$ cat src/rtl/reg_bus_pkg.sv
// reg_bus_pkg
// Shared definitions for the register-bus master: default bus widths,
// the master FSM state type and the command record.
// No ports (package).
package reg_bus_pkg;

  localparam int DEF_ADDR_W = 4;
  localparam int DEF_DATA_W = 8;
  localparam int DEF_LEN_W  = 4;

  // Master sequencing states.
  typedef enum logic [1:0] {
    IDLE  = 2'd0,
    WRITE = 2'd1,
    READ  = 2'd2,
    RESP  = 2'd3
  } state_e;

  // One command as offered on the command interface, at default widths.
  typedef struct packed {
    logic                  write;
    logic [DEF_ADDR_W-1:0] addr;
    logic [DEF_LEN_W-1:0]  len;
    logic [DEF_DATA_W-1:0] wdata;
  } cmd_t;

endpackage

$ cat src/rtl/reg_bus_master_if.sv
// reg_bus_master_if
// Bundles the three channels around the register-bus master:
//   cmd_*  : valid/ready command channel (write flag, start addr, len, wdata)
//   bus_*  : register bus (re/we/addr/wdata out, combinational rdata back)
//   rsp_*  : valid/ready response channel (write flag, rdata, last)
// Modports: master = the bus master's view, slave = the view of everything
// around it (command source, register slaves, response sink).
interface reg_bus_master_if #(
  parameter int ADDR_W = reg_bus_pkg::DEF_ADDR_W,
  parameter int DATA_W = reg_bus_pkg::DEF_DATA_W,
  parameter int LEN_W  = reg_bus_pkg::DEF_LEN_W
);

  logic              cmd_valid;
  logic              cmd_ready;
  logic              cmd_write;
  logic [ADDR_W-1:0] cmd_addr;
  logic [LEN_W-1:0]  cmd_len;
  logic [DATA_W-1:0] cmd_wdata;

  logic              bus_re;
  logic              bus_we;
  logic [ADDR_W-1:0] bus_addr;
  logic [DATA_W-1:0] bus_wdata;
  logic [DATA_W-1:0] bus_rdata;

  logic              rsp_valid;
  logic              rsp_ready;
  logic              rsp_write;
  logic [DATA_W-1:0] rsp_rdata;
  logic              rsp_last;

  modport master (
    input  cmd_valid, cmd_write, cmd_addr, cmd_len, cmd_wdata,
    output cmd_ready,
    output bus_re, bus_we, bus_addr, bus_wdata,
    input  bus_rdata,
    output rsp_valid, rsp_write, rsp_rdata, rsp_last,
    input  rsp_ready
  );

  modport slave (
    output cmd_valid, cmd_write, cmd_addr, cmd_len, cmd_wdata,
    input  cmd_ready,
    input  bus_re, bus_we, bus_addr, bus_wdata,
    output bus_rdata,
    input  rsp_valid, rsp_write, rsp_rdata, rsp_last,
    output rsp_ready
  );

endinterface

$ cat src/rtl/reg_bus_addr_ctr.sv
// reg_bus_addr_ctr
// Current-address and beat counter for one burst.
// Ports:
//   clk, rst    clock, async active-high reset
//   load        start a new burst: take load_addr/load_len, clear beat
//   load_addr   burst start address
//   load_len    burst length minus one
//   incr        advance to the next beat (address wraps modulo 2^ADDR_W)
//   cur_addr    address of the current beat
//   last_beat   current beat is the final one of the burst
module reg_bus_addr_ctr #(
  parameter int ADDR_W = reg_bus_pkg::DEF_ADDR_W,
  parameter int LEN_W  = reg_bus_pkg::DEF_LEN_W
) (
  input  logic              clk,
  input  logic              rst,
  input  logic              load,
  input  logic [ADDR_W-1:0] load_addr,
  input  logic [LEN_W-1:0]  load_len,
  input  logic              incr,
  output logic [ADDR_W-1:0] cur_addr,
  output logic              last_beat
);

  logic [LEN_W-1:0] beat;
  logic [LEN_W-1:0] len_q;

  // Load takes priority; the address wraps naturally at its own width,
  // so a burst starting near the top of the map continues from 0.
  always_ff @(posedge clk or posedge rst) begin
    if (rst) begin
      cur_addr <= '0;
      beat     <= '0;
      len_q    <= '0;
    end else if (load) begin
      cur_addr <= load_addr;
      beat     <= '0;
      len_q    <= load_len;
    end else if (incr) begin
      cur_addr <= cur_addr + ADDR_W'(1);
      beat     <= beat + LEN_W'(1);
    end
  end

  assign last_beat = (beat == len_q);

endmodule

$ cat src/rtl/reg_bus_master.sv
// reg_bus_master
// Register-bus initiator. Takes read/write commands (single or incrementing
// burst, write data repeated to every beat), drives the register bus and
// returns one response per read beat or one per write command.
// Ports:
//   clk, rst  clock, async active-high reset
//   m         reg_bus_master_if.master: cmd_* in, bus_* out (rdata in),
//             rsp_* out (rsp_ready in)
// All bus_* outputs decode registered state only; no input reaches them
// combinationally.
module reg_bus_master
  import reg_bus_pkg::*;
#(
  parameter int ADDR_W    = reg_bus_pkg::DEF_ADDR_W,
  parameter int DATA_W    = reg_bus_pkg::DEF_DATA_W,
  parameter int LEN_W     = reg_bus_pkg::DEF_LEN_W,
  parameter int READ_WAIT = 0
) (
  input logic              clk,
  input logic              rst,
  reg_bus_master_if.master m
);

  localparam logic [3:0] WAIT_MAX = 4'(READ_WAIT);

  state_e            state;
  state_e            next_state;
  logic [DATA_W-1:0] wdata_q;
  logic [3:0]        wait_cnt;
  logic              rsp_write_q;
  logic              rsp_last_q;
  logic [DATA_W-1:0] rsp_rdata_q;

  logic              load;
  logic              incr;
  logic              wait_clr;
  logic              wait_inc;
  logic              wr_done;
  logic              rd_capture;
  logic [ADDR_W-1:0] cur_addr;
  logic              last_beat;

  reg_bus_addr_ctr #(
    .ADDR_W (ADDR_W),
    .LEN_W  (LEN_W)
  ) u_addr_ctr (
    .clk       (clk),
    .rst       (rst),
    .load      (load),
    .load_addr (m.cmd_addr),
    .load_len  (m.cmd_len),
    .incr      (incr),
    .cur_addr  (cur_addr),
    .last_beat (last_beat)
  );

  // State register.
  always_ff @(posedge clk or posedge rst) begin
    if (rst) begin
      state <= IDLE;
    end else begin
      state <= next_state;
    end
  end

  // Next-state and datapath strobes. A command is only looked at in IDLE;
  // writes stream one beat per cycle, reads hold bus_re for READ_WAIT+1
  // cycles and then park in RESP until the consumer takes the beat, which
  // leaves at least one idle bus cycle between read beats.
  always_comb begin
    next_state = state;
    load       = 1'b0;
    incr       = 1'b0;
    wait_clr   = 1'b0;
    wait_inc   = 1'b0;
    wr_done    = 1'b0;
    rd_capture = 1'b0;
    case (state)
      IDLE: begin
        if (m.cmd_valid) begin
          load       = 1'b1;
          wait_clr   = 1'b1;
          next_state = m.cmd_write ? WRITE : READ;
        end
      end
      WRITE: begin
        if (last_beat) begin
          wr_done    = 1'b1;
          next_state = RESP;
        end else begin
          incr = 1'b1;
        end
      end
      READ: begin
        if (wait_cnt == WAIT_MAX) begin
          rd_capture = 1'b1;
          next_state = RESP;
        end else begin
          wait_inc = 1'b1;
        end
      end
      RESP: begin
        if (m.rsp_ready) begin
          if (rsp_last_q) begin
            next_state = IDLE;
          end else begin
            incr       = 1'b1;
            wait_clr   = 1'b1;
            next_state = READ;
          end
        end
      end
      default: next_state = IDLE;
    endcase
  end

  // Latched write data, read wait counter and the response registers.
  // Response fields are only loaded on entry to RESP, so they stay stable
  // for as long as the consumer stalls.
  always_ff @(posedge clk or posedge rst) begin
    if (rst) begin
      wdata_q     <= '0;
      wait_cnt    <= '0;
      rsp_write_q <= 1'b0;
      rsp_last_q  <= 1'b0;
      rsp_rdata_q <= '0;
    end else begin
      if (load) begin
        wdata_q <= m.cmd_wdata;
      end
      if (wait_clr) begin
        wait_cnt <= '0;
      end else if (wait_inc) begin
        wait_cnt <= wait_cnt + 4'd1;
      end
      if (wr_done) begin
        rsp_write_q <= 1'b1;
        rsp_last_q  <= 1'b1;
        rsp_rdata_q <= '0;
      end else if (rd_capture) begin
        rsp_write_q <= 1'b0;
        rsp_last_q  <= last_beat;
        rsp_rdata_q <= m.bus_rdata;
      end
    end
  end

  // cmd_ready is also gated by rst so nothing is offered while reset is held.
  assign m.cmd_ready = (state == IDLE) && !rst;
  assign m.bus_we    = (state == WRITE);
  assign m.bus_re    = (state == READ);
  assign m.bus_addr  = ((state == WRITE) || (state == READ)) ? cur_addr : '0;
  assign m.bus_wdata = (state == WRITE) ? wdata_q : '0;
  assign m.rsp_valid = (state == RESP);
  assign m.rsp_write = rsp_write_q;
  assign m.rsp_last  = rsp_last_q;
  assign m.rsp_rdata = rsp_rdata_q;

endmodule
$ cat src/flat_wrapper.sv
// flat-port wrapper written by rule: the top's interface ports become plain ports
module reg_bus_master_flat import reg_bus_pkg::*;
#(
  parameter int ADDR_W    = reg_bus_pkg::DEF_ADDR_W,
  parameter int DATA_W    = reg_bus_pkg::DEF_DATA_W,
  parameter int LEN_W     = reg_bus_pkg::DEF_LEN_W,
  parameter int READ_WAIT = 0
)
  (clk, rst, m_cmd_valid, m_cmd_write, m_cmd_addr, m_cmd_len, m_cmd_wdata, m_cmd_ready, m_bus_re, m_bus_we, m_bus_addr, m_bus_wdata, m_bus_rdata, m_rsp_valid, m_rsp_write, m_rsp_rdata, m_rsp_last, m_rsp_ready);
  reg_bus_master_if #(.ADDR_W(ADDR_W), .DATA_W(DATA_W), .LEN_W(LEN_W)) m_i ();
  input logic clk;
  input logic rst;
  input wire logic [$bits(m_i.cmd_valid)-1:0] m_cmd_valid;
  input wire logic [$bits(m_i.cmd_write)-1:0] m_cmd_write;
  input wire logic [$bits(m_i.cmd_addr)-1:0] m_cmd_addr;
  input wire logic [$bits(m_i.cmd_len)-1:0] m_cmd_len;
  input wire logic [$bits(m_i.cmd_wdata)-1:0] m_cmd_wdata;
  output wire logic [$bits(m_i.cmd_ready)-1:0] m_cmd_ready;
  output wire logic [$bits(m_i.bus_re)-1:0] m_bus_re;
  output wire logic [$bits(m_i.bus_we)-1:0] m_bus_we;
  output wire logic [$bits(m_i.bus_addr)-1:0] m_bus_addr;
  output wire logic [$bits(m_i.bus_wdata)-1:0] m_bus_wdata;
  input wire logic [$bits(m_i.bus_rdata)-1:0] m_bus_rdata;
  output wire logic [$bits(m_i.rsp_valid)-1:0] m_rsp_valid;
  output wire logic [$bits(m_i.rsp_write)-1:0] m_rsp_write;
  output wire logic [$bits(m_i.rsp_rdata)-1:0] m_rsp_rdata;
  output wire logic [$bits(m_i.rsp_last)-1:0] m_rsp_last;
  input wire logic [$bits(m_i.rsp_ready)-1:0] m_rsp_ready;
  assign m_i.cmd_valid = m_cmd_valid;
  assign m_i.cmd_write = m_cmd_write;
  assign m_i.cmd_addr = m_cmd_addr;
  assign m_i.cmd_len = m_cmd_len;
  assign m_i.cmd_wdata = m_cmd_wdata;
  assign m_cmd_ready = m_i.cmd_ready;
  assign m_bus_re = m_i.bus_re;
  assign m_bus_we = m_i.bus_we;
  assign m_bus_addr = m_i.bus_addr;
  assign m_bus_wdata = m_i.bus_wdata;
  assign m_i.bus_rdata = m_bus_rdata;
  assign m_rsp_valid = m_i.rsp_valid;
  assign m_rsp_write = m_i.rsp_write;
  assign m_rsp_rdata = m_i.rsp_rdata;
  assign m_rsp_last = m_i.rsp_last;
  assign m_i.rsp_ready = m_rsp_ready;
  reg_bus_master #(.ADDR_W(ADDR_W), .DATA_W(DATA_W), .LEN_W(LEN_W), .READ_WAIT(READ_WAIT)) u_core (.clk(clk), .rst(rst), .m(m_i));
endmodule
$ cat config.mk
export PLATFORM = sky130hd
export DESIGN_NAME = reg_bus_master_flat
export DESIGN_NICKNAME = d
export VERILOG_FILES = /design/src/rtl/reg_bus_pkg.sv /design/src/rtl/reg_bus_master_if.sv /design/src/rtl/reg_bus_addr_ctr.sv /design/src/rtl/reg_bus_master.sv /design/src/flat_wrapper.sv
export SDC_FILE = /design/constraint.sdc
export NUM_CORES = 1
export LEC_CHECK = 0
export ABC_AREA = 0
export ABC_CLOCK_PERIOD_IN_PS = 2100
export CORE_MARGIN = 5
export CORE_UTILIZATION = 45
export CTS_CLUSTER_DIAMETER = 60
export DETAILED_ROUTE_END_ITERATION = 10
export DONT_BUFFER_PORTS = 1
export PLACE_DENSITY = 0.71
export SYNTH_ARGS = -nofsm -noshare
export SYNTH_HDL_FRONTEND = slang
export SYNTH_SLANG_ARGS = --single-unit
$ cat constraint.sdc
create_clock -name clk -period 2.1 [get_ports clk]
set_clock_uncertainty 0.15 [all_clocks]
set_input_delay 0.42 -clock clk [delete_from_list [all_inputs] [get_ports clk]]
set_output_delay 0.42 -clock clk [all_outputs]
set_load 0.03 [all_outputs]
Word level (Yosys, flattened, before mapping)

Cells that the tools add are included.

Bits in registers: 36
Bits in latches: 0
Bits in writable memories: 0
Bits in read-only memories: 0
Input bits: 29
Output and inout port bits: 26
Word-level logic and storage cells: 63
Memories: 0

Add/sub/neg operators: 3
Multipliers: 0
Div/mod/pow operators: 0
Order comparisons: 0
Equal/unequal tests: 8
Shift-type cells: 0
Muxes and demuxes: 34
Bitwise logic cells: 0
Reductions and logical operators: 9

Operators by type and width:

| kind                                                   | number |
|---|---|
| two-way mux 4 bit                                      | 7 |
| two-way mux 8 bit                                      | 3 |
| two-way mux 1 bit                                      | 15 |
| adder 4 x 1 -> 4 bit (second input constant)           | 3 |
| two-way mux 2 bit                                      | 6 |
| case mux 2 bit (4 select lines)                        | 1 |
| inequality test 2 x 1 -> 1 bit (second input constant) | 3 |
| nonzero test 2 bit                                     | 3 |
| equality test 2 bit (second input constant)            | 2 |
| equality test 4 bit                                    | 1 |
| zero test 4 bit                                        | 1 |
| case mux 1 bit (2 select lines)                        | 2 |
| AND reduction 4 bit                                    | 1 |
| equality test 2 x 1 -> 1 bit (second input constant)   | 1 |
| zero test 2 bit                                        | 1 |
| inequality test 2 bit (second input constant)          | 1 |
| logical AND 1 bit                                      | 1 |
| zero test 1 bit                                        | 1 |
| logical OR 1 bit                                       | 1 |

Longest topological paths before layout

Gate-level depths: netlist of the first run.

Word-level depth: 5
Depth in mapped cells: 7
Gate-level depth less buffers: 6

Cells and area by module

Synthesis of the first run repeated with hierarchy kept, for this count alone.

Cell total of the unflattened synthesis: 177
Area total of the unflattened synthesis: 1873.0 um2

By module, submodules not included:

| module           | instances | cells an instance | area each (um2) |
|---|---|---|---|
| reg_bus_master   | 1         | 127               | 1285.0 |
| reg_bus_addr_ctr | 1         | 50                | 588.1 |

Least setup slack after synthesis of the first run

Ideal clock, no wire load.

Kind: reg-to-reg
Start: register u_core.wait_cnt[0]
End: register u_core.state[1]
Arrival time: 1.888 ns
Required time: 1.825 ns
Slack: -0.063 ns
Cell stages (with the launch flop): 7
Period minus slack after synthesis: 2.163 ns
Cells stage by stage: dfrtp_1 > inv_1 > ha_1 > or3b_2 > nand2_1 > or3b_4 > mux2_4

Cells in the longest elaborated chain, start to end: 3

RTL lines:

| what                                            | RTL line              | source |
|---|---|---|
| start: declaration                              | reg_bus_master.sv:29  | `logic [3:0] wait_cnt;` |
| start signal: assignment                        | reg_bus_master.sv:134 | `wait_cnt <= wait_cnt + 4'd1;` |
| zero test 4 bit                                 | reg_bus_master.sv:95  | `if (wait_cnt == WAIT_MAX) begin` |
| inequality test 2 x 1 -> 1 bit (no source line) | -                     |  |
| AND reduction 4 bit (no source line)            | -                     |  |
| end signal: assignment                          | reg_bus_master.sv:62  | `state <= next_state;` |
| end: declaration                                | reg_bus_master.sv:26  | `state_e state;` |

No other way between the ends.
A chain may end at the register's enable or synchronous reset.

Worst setup path after layout of the first run

Same ends and word-level chain as after synthesis.

==> impl_metrics.sql, run 1 <==
INSERT INTO impl_metrics (metric_group, metric, value, unit) VALUES
('synth', 'post_synth_mux_area_share', '2.37', '%'),
('die', 'rows', '23', ''),
('synth', 'postSynthCellCount', '214', ''),
('route', 'antenna_left', '0', ''),
('critical_path', 'cp.required', '2.13', 'ns'),
('critical_path', 'critPathCaptureType', 'flop', ''),
('sta', 'finalHoldViolations', '0', ''),
('synth', 'synth-edff-count', '0', ''),
('global_routing', 'overflow', '0', ''),
('finish', 'post_route_cells_drive_above_1_share', '23.0', '%'),
('global_routing', 'vias_in_the_first_global_route', '1612', ''),
('clock_network', 'tritoncts_clock_tree', 'built', ''),
('placed_design', 'placedCellCount', '284', ''),
('synth', 'syn-num-nets', '252', ''),
('critical_path', 'rr_worst_depth', '6', ''),
('critical_path', 'path_max_fanout', '3', ''),
('synth', 'netlist_top_cells_area', 'sky130_fd_sc_hd__dfrtp_1 (47%), sky130_fd_sc_hd__nand2_1 (12%), sky130_fd_sc_hd__ha_1 (5.9%), sky130_fd_sc_hd__and2_1 (4.6%), sky130_fd_sc_hd__xor2_1 (2.8%)', ''),
('die', 'design.portCount', '55', ''),
('critical_path', 'reg2reg_from', 'u_core.wait_cnt[0]$_DFFE_PP0P_', ''),
('synth', 'synth-warning-count', '0', ''),
('critical_path', 'worstReg2RegEnd', 'u_core.state[1]$_DFFE_PP0P_', ''),
('synth', 'post_synth_xor_area_fraction', '3.23', '%'),
('route', 'wl_per_cell', '14.9', 'µm'),
('synth', 'synth.cell_area', '1900', 'µm²'),
('synth', 'asyncSetResetFlopFracSynth', '100', '%'),
('route', 'drt_pass_1_iters', '4', ''),
('synth', 'post_synthesis_compound_gate_area_fraction', '10.5', '%'),
('critical_path', 'path_delay_family', 'simple AND/OR/NAND/NOR gates', ''),
('pwr', 'power.leakage', '0.00116', 'µW'),
('clock_network', 'clk_pin_slew_worst_paths', '0.07', 'ns'),
('finish', 'num_antenna_cells', '0', ''),
('sta', 'setup_slack', '0.0292', 'ns'),
('synth', 'synth_cell_types', '40', ''),
('global_routing', 'grt_first_pass_wirelength', '7.51', 'mm'),
('sta', 'worst_slew_margin_rel', '68.8', '%'),
('run', 'cap_viol_max_count', '0', ''),
('global_routing', 'antenna_violations_before_repair', '0', ''),
('synth', 'yosysMostFrequentCell', 'sky130_fd_sc_hd__nand2_1', ''),
('placed_design', 'hpwlAfterDp', '3.15', 'mm'),
('placed_design', 'place.port_buffers', '0', ''),
('die', 'fp.coreArea', '4060', 'µm²'),
('synth', 'synth-main-ff-cell', 'sky130_fd_sc_hd__dfrtp_1', ''),
('global_routing', 'aggregate_global_route_resource_usage', '17.4', '%'),
('sta', 'timing_worst_slew_pin_value', '0.468', 'ns'),
('critical_path', 'timing.critical_path.slowest_cell_delay', '0.40', 'ns'),
('route', 'routed_via_density', '5.30', ''),
('placed_design', 'place.gp.congestion', '0.808', ''),
('die', 'die_area', '5620', 'µm²'),
('synth', 'synth_area_per_cell', '8.88', 'µm²'),
('sta', 'hold_ws', '0.0882', 'ns'),
('placed_design', 'dpl_cell_area', '2150', 'µm²'),
('critical_path', 'cpMostUsedCell', 'sky130_fd_sc_hd__or3b_4', ''),
('die', 'starting_density_of_the_core', '46.8', '%'),
('clock_network', 'insertion_delay', '0.29', 'ns'),
('sta', 'setup_repair_after_global_routing_missed_its_margin', 'yes', ''),
('synth', 'synth.largest_area_cell', 'sky130_fd_sc_hd__dfrtp_1', ''),
('route', 'first_iteration_detailed_routing_drc_count', '70', ''),
('synth', 'synthSimpleGateAreaFrac', '26.7', '%'),
('synth', 'synth_top_family_by_area', 'simple AND/OR/NAND/NOR gates', ''),
('sta', 'maxClockFrequency', '0.483', 'GHz'),
('route', 'detailroute.via_count', '1579', ''),
('finish', 'layout.cells.non_filler', '298', ''),
('critical_path', 'critPathBufInv', '1', ''),
('hold_path', 'min-delay-start', 'm_cmd_wdata[5]', ''),
('critical_path', 'path_class', 'reg -> reg', ''),
('synth', 'synth_largest_type_area_fraction', '47.4', '%'),
('critical_path', 'internal_reg_to_reg_setup_slack', '0.03', 'ns'),
('critical_path', 'critical_path.cell_chain', 'inv_2 -> ha_1 -> or3b_4 -> nand2_2 -> or3b_4 -> mux2_4', ''),
('clock_network', 'cts_buffers', '5', ''),
('run_status', 'result_of_the_run', 'complete, no violations', ''),
('route', 'number_of_remaining_drc_errors', '0', '');
-- where the power goes --
group / internal [µW] / switching [µW] / leakage (µW)
Sequential: 1020 / 388 / 0.000441
Combinational: 976 / 1230 / 0.000664
Clock: 262 / 240 / 0.0000510
Total: 2260 / 1860 / 0.00116
-- flip-flops by register name (all words and copies together) (netlist names) --
| signal | count |
|---|---|
| u_core.u_addr_ctr.beat | 4 |
| u_core.m.rsp_rdata | 8 |
| u_core.m.rsp_last | 1 |
| u_core.wdata_q | 8 |
| u_core.u_addr_ctr.cur_addr | 4 |
| u_core.m.rsp_write | 1 |
| u_core.state | 2 |
| u_core.u_addr_ctr.len_q | 4 |
| u_core.wait_cnt | 4 |
-- through the flow --
step | utilization, % | total power [µW] | TNS (ns)
detailed placement | 52.9 | 3490 | 0
floorplan | - | 2890 | 0
global route | 57.0 | 4460 | -0.0160
global placement | 52.9 | 3430 | 0
CTS | 56.0 | 4070 | 0
finish | 57.0 | 4120 | 0
-- area by class of cell --
class / count / area (µm²)
Tap cell: 50 / 62.6
Clock inverter: 2 / 10.0
Multi-Input combinational cell: 159 / 955
Clock buffer: 6 / 82.6
Timing Repair Buffer: 34 / 262
Inverter: 11 / 41.3
Sequential cell: 36 / 902
Fill cell: 363 / 1740
-- how the worst max path moves through the flow --
stage | slack [ns] | startpoint | to | depth (start not counted)
floorplan | 0.05 | u_core.wait_cnt[0]$_DFFE_PP0P_ | u_core.state[1]$_DFFE_PP0P_ | 6
global placement | 0.06 | u_core.wait_cnt[0]$_DFFE_PP0P_ | u_core.state[1]$_DFFE_PP0P_ | 6
detailed placement | 0.03 | u_core.wait_cnt[0]$_DFFE_PP0P_ | u_core.state[1]$_DFFE_PP0P_ | 6
CTS | 0.008 | u_core.state[0]$_DFFE_PP0P_ | u_core.u_addr_ctr.beat[3]$_DFFE_PP0P_ | 6
global route | -0.02 | u_core.wait_cnt[0]$_DFFE_PP0P_ | u_core.state[1]$_DFFE_PP0P_ | 6
finish | 0.03 | u_core.wait_cnt[0]$_DFFE_PP0P_ | u_core.state[1]$_DFFE_PP0P_ | 6
-- metal layers --
| layer | global-route usage (%) | up-vias | routed length (µm) |
|---|---|---|---|
| li1 | - | 784 | - |
| met1 | 23.0 | 743 | 1910 |
| met2 | 28.3 | 45 | 2180 |
| met3 | 3.87 | 7 | 295 |
| met4 | 5.93 | 0 | 44 |
| met5 | 0 | - | 0 |
-- worst register-to-register path: cells and delay by family (launching register included) --
family,cells,cell delay [ns]
DFF,1,0.39
buffers and inverters,1,0.07
adders and majority gates,1,0.16
muxes,1,0.30
and+or+nand+nor,3,0.88
-- what timing repair did --
item                                    CTS  global route
hold endpoints to repair                 36             0
endpoints found under the setup margin   11            14
hold buffers                              1             0
setup buffers                             1             4
gates resized for setup                   7             8
-- cell families (layout without fill, tap and decap cells) --
family | Yosys count | count (layout)
mux | 4 | 4
fa+ha+maj | 9 | 9
simple gates | 108 | 108
flops | 36 | 36
compound gates | 31 | 31
buf+inv | 19 | 53
xor+xnor | 7 | 7
-- placed cells by master, fill, tap and decap left out, drive strengths merged, types with 2 or more instances in the layout --
cell type / instances
nand2: 62
dfrtp: 36
buf: 33
and2: 14
inv: 11
a21oi: 10
ha: 9
nor2: 8
xor2: 6
clkbuf: 6
o21ai: 6
nand3: 5
and3: 3
nand4: 3
mux2i: 3
o211ai: 3
or3b: 2
nor3: 2
nor4: 2
a31oi: 2
or3: 2
nor4b: 2
clkinv: 2
Power figures use the tool's default switching activity.
==> inputs of run 2 (changes only) <==
--- a/config.mk
+++ b/config.mk
@@ -7,7 +7,7 @@
 export LEC_CHECK = 0
 export ABC_AREA = 0
 export ABC_CLOCK_PERIOD_IN_PS = 2100
-export CORE_MARGIN = 5
+export CORE_MARGIN = 2
 export CORE_UTILIZATION = 45
 export CTS_CLUSTER_DIAMETER = 60
 export DETAILED_ROUTE_END_ITERATION = 10
==> run 2 against run 1 <==
Net effect:
- global-route usage up 1.3 points
- flip-flop and latch count unchanged
- largest cell class unchanged
- non-clock buffer count down 5
- worst setup slack worse by 0.017 ns
- wire length down 5.1%
- largest power group unchanged
- hold slack worse by 0.0051 ns
- total power up 0.43%
- sequential power about the same
- count of clock-buffer cells in the layout unchanged
- critical endpoint is now m_bus_wdata[7]
- critical path depth down 1
- clock power up 19%
- die area down 15%
==> impl_metrics.sql, run 2 (same netlist as run 1, synthesis figures left out) <==
INSERT INTO impl_metrics (metric_group, metric, value, unit) VALUES
('global_routing', 'vias_in_the_first_global_route', '1435', ''),
('global_routing', 'aggregate_global_route_resource_usage', '18.7', '%'),
('sta', 'post-route-period-util', '99.4', '%'),
('global_routing', 'overflow', '0', ''),
('die', 'rows', '23', ''),
('critical_path', 'cp.required', '1.53', 'ns'),
('die', 'design.portCount', '55', ''),
('finish', 'finish.instance_area', '2300', 'µm²'),
('route', 'antenna_left', '0', ''),
('finish', 'mostFrequentLayoutCell', 'sky130_fd_sc_hd__nand2_1', ''),
('global_routing', 'grt_first_pass_wirelength', '6.45', 'mm'),
('clock_network', 'clkSinkCount', '36', ''),
('finish', 'syn_to_final_growth', '21.1', '%'),
('pwr', 'power.leakage', '0.00114', 'µW'),
('critical_path', 'path_max_fanout', '13', ''),
('die', 'fp.dieH', '69.0', 'µm'),
('die', 'die_w', '69.0', 'µm'),
('critical_path', 'path_class', 'reg -> out', ''),
('placed_design', 'hpwlAfterDp', '3.05', 'mm'),
('finish', 'num_antenna_cells', '0', ''),
('run', 'cap_viol_max_count', '0', ''),
('finish', 'post_route_cells_drive_above_1_share', '21.4', '%'),
('clock_network', 'cts.path.max_buffers', '2', ''),
('clock_network', 'clock_tree.htree_level_count', '2', ''),
('die', 'starting_density_of_the_core', '47.1', '%'),
('placed_design', 'preCtsSetupSlack', '0.00684', 'ns'),
('critical_path', 'crit_path_start_kind', 'flop', ''),
('sta', 'setup_repair_after_global_routing_missed_its_margin', 'yes', ''),
('sta', 'setup_slack', '0.0124', 'ns'),
('clock_network', 'tritoncts_clock_tree', 'built', ''),
('sta', 'timing_worst_slew_pin_value', '0.444', 'ns'),
('route', 'detailroute.via_count', '1575', ''),
('pwr', 'power_density', '1800', 'nW/µm²'),
('die', 'die_area', '4760', 'µm²'),
('clock_network', 'clk_pin_slew_worst_paths', '0.07', 'ns'),
('sta', 'worst_slew_margin_rel', '70.2', '%'),
('sta', 'maxClockFrequency', '0.479', 'GHz'),
('route', 'number_of_remaining_drc_errors', '0', ''),
('route', 'drt_pass_1_iters', '4', ''),
('pwr', 'netsw', '1850', 'µW'),
('route', 'wl_per_cell', '14.3', 'µm'),
('pwr', 'sequentialPowerShare', '34.2', '%'),
('pwr', 'comb_power_share', '51.4', '%'),
('finish', 'num-nets-final', '280', ''),
('route', 'm1WireLength', '1.86', 'mm'),
('route', 'route.met3.wl', '228', 'µm'),
('sta', 'finalSetupViolations', '0', ''),
('pwr', 'cell_internal_pwr', '2290', 'µW'),
('global_routing', 'antenna_violations_before_repair', '0', ''),
('global_routing', 'grt_start_max_net_pins', '19', ''),
('critical_path', 'critPathCaptureType', 'output pin', ''),
('pwr', 'vdd_ir_drop_max', '0.929', 'mV'),
('finish', 'n_fill_cell', '386', ''),
('finish', 'most-common-layout-cells', 'sky130_fd_sc_hd__nand2_1 (61), sky130_fd_sc_hd__dfrtp_1 (36), sky130_fd_sc_hd__buf_4 (27)', ''),
('route', 'dr.max_layer_used', 'met4', ''),
('finish', 'layout.cells.non_filler', '293', ''),
('route', 'wl_met2', '2.05', 'mm'),
('critical_path', 'worst_ep_arrival_time', '1.52', 'ns'),
('finish', 'final_core_utilization', '57.1', '%'),
('clock_network', 'cts_buffers', '5', ''),
('hold_path', 'holdCritPathClass', 'in -> reg', ''),
('run_status', 'result_of_the_run', 'complete, no violations', ''),
('pwr', 'switching_share', '44.6', '%'),
('sta', 'finalHoldViolations', '0', ''),
('clock_network', 'insertion_delay', '0.29', 'ns'),
('placed_design', 'place.gp.congestion', '0.784', ''),
('sta', 'timing_max_transition_violations_final', '0', ''),
('placed_design', 'place.port_buffers', '0', ''),
('critical_path', 'internal_reg_to_reg_setup_slack', '0.02', 'ns'),
('pwr', 'clock_power_share', '14.4', '%'),
('die', 'fp.coreArea', '4030', 'µm²'),
('sta', 'final.setup.tns', '0', 'ns'),
('route', 'routed_wl', '4.20', 'mm'),
('clock_network', 'cts_root_buffer', 'sky130_fd_sc_hd__clkbuf_8', ''),
('placed_design', 'placedCellCount', '282', ''),
('sta', 'finalWorstPathRequiredPeriod', '2.09', 'ns'),
('route', 'routed_via_density', '5.38', ''),
('placed_design', 'dpl_cell_area', '2130', 'µm²'),
('route', 'first_iteration_detailed_routing_drc_count', '73', '');
## run 2: final timing paths
path	startpoint	to	cells after the start
min	m_cmd_len[1]	u_core.u_addr_ctr.len_q[1]$_DFFE_PP0P_	2
min reg2reg	u_core.wdata_q[1]$_DFFE_PP0P_	u_core.wdata_q[1]$_DFFE_PP0P_	2
min in group asynchronous	rst	u_core.m.rsp_last$_DFFE_PP0P_	3
max	u_core.state[0]$_DFFE_PP0P_	m_bus_wdata[7]	5
max reg2reg	u_core.wait_cnt[1]$_DFFE_PP0P_	u_core.state[1]$_DFFE_PP0P_	6
max in group asynchronous	rst	u_core.u_addr_ctr.beat[3]$_DFFE_PP0P_	3
## run 2: per-layer routing
layer / vias to the layer above / GRT usage [%]
li1: 774 / -
met1: 750 / 23.3
met2: 44 / 31.1
met3: 7 / 4.55
met4: 0 / 7.60
met5: - / 0
## run 2: critical path, stage by stage, from the launching register on
cell                      delay [ns]
sky130_fd_sc_hd__dfrtp_1        0.42
sky130_fd_sc_hd__buf_4          0.16
sky130_fd_sc_hd__ha_4           0.17
sky130_fd_sc_hd__buf_6          0.14
sky130_fd_sc_hd__and2_1         0.16
sky130_fd_sc_hd__buf_4          0.16
## run 2: power groups by stage
stage | Combinational [µW] | Sequential (µW) | Clock, µW
6_report | 2120 | 1420 | 597
5_1_grt | 2380 | 1460 | 636
4_1_cts | 2070 | 1420 | 612
3_5_place_dp | 1990 | 1430 | 0
3_3_place_gp | 1950 | 1410 | 0
2_1_floorplan | 1510 | 1390 | 0
## run 2: area by class of cell
cell class / count / area, µm² / area share, %
multi-input combinational: 159 / 963 / 41.9
sequential: 36 / 901 / 39.2
timing repair buffer: 29 / 224 / 9.74
clock buffer: 6 / 72.6 / 3.16
tap: 50 / 62.6 / 2.72
inverter: 11 / 41.3 / 1.80
clock inverter: 2 / 35.0 / 1.52
## run 2: through the flow
stage	hold slack, ns	total power, µW
after global routing	0.0785	4480
final	0.0831	4140
after detailed placement	0.224	3420
after floorplan	0.287	2890
after CTS	0.0778	4090
after global placement	0.216	3360
## run 2: timing repair
item                       in CTS  in global routing
gates resized for setup         7                 10
hold buffers                    1                  0
hold endpoints to repair       36                  0
setup buffers                   1                  1
setup endpoints to repair      13                 17
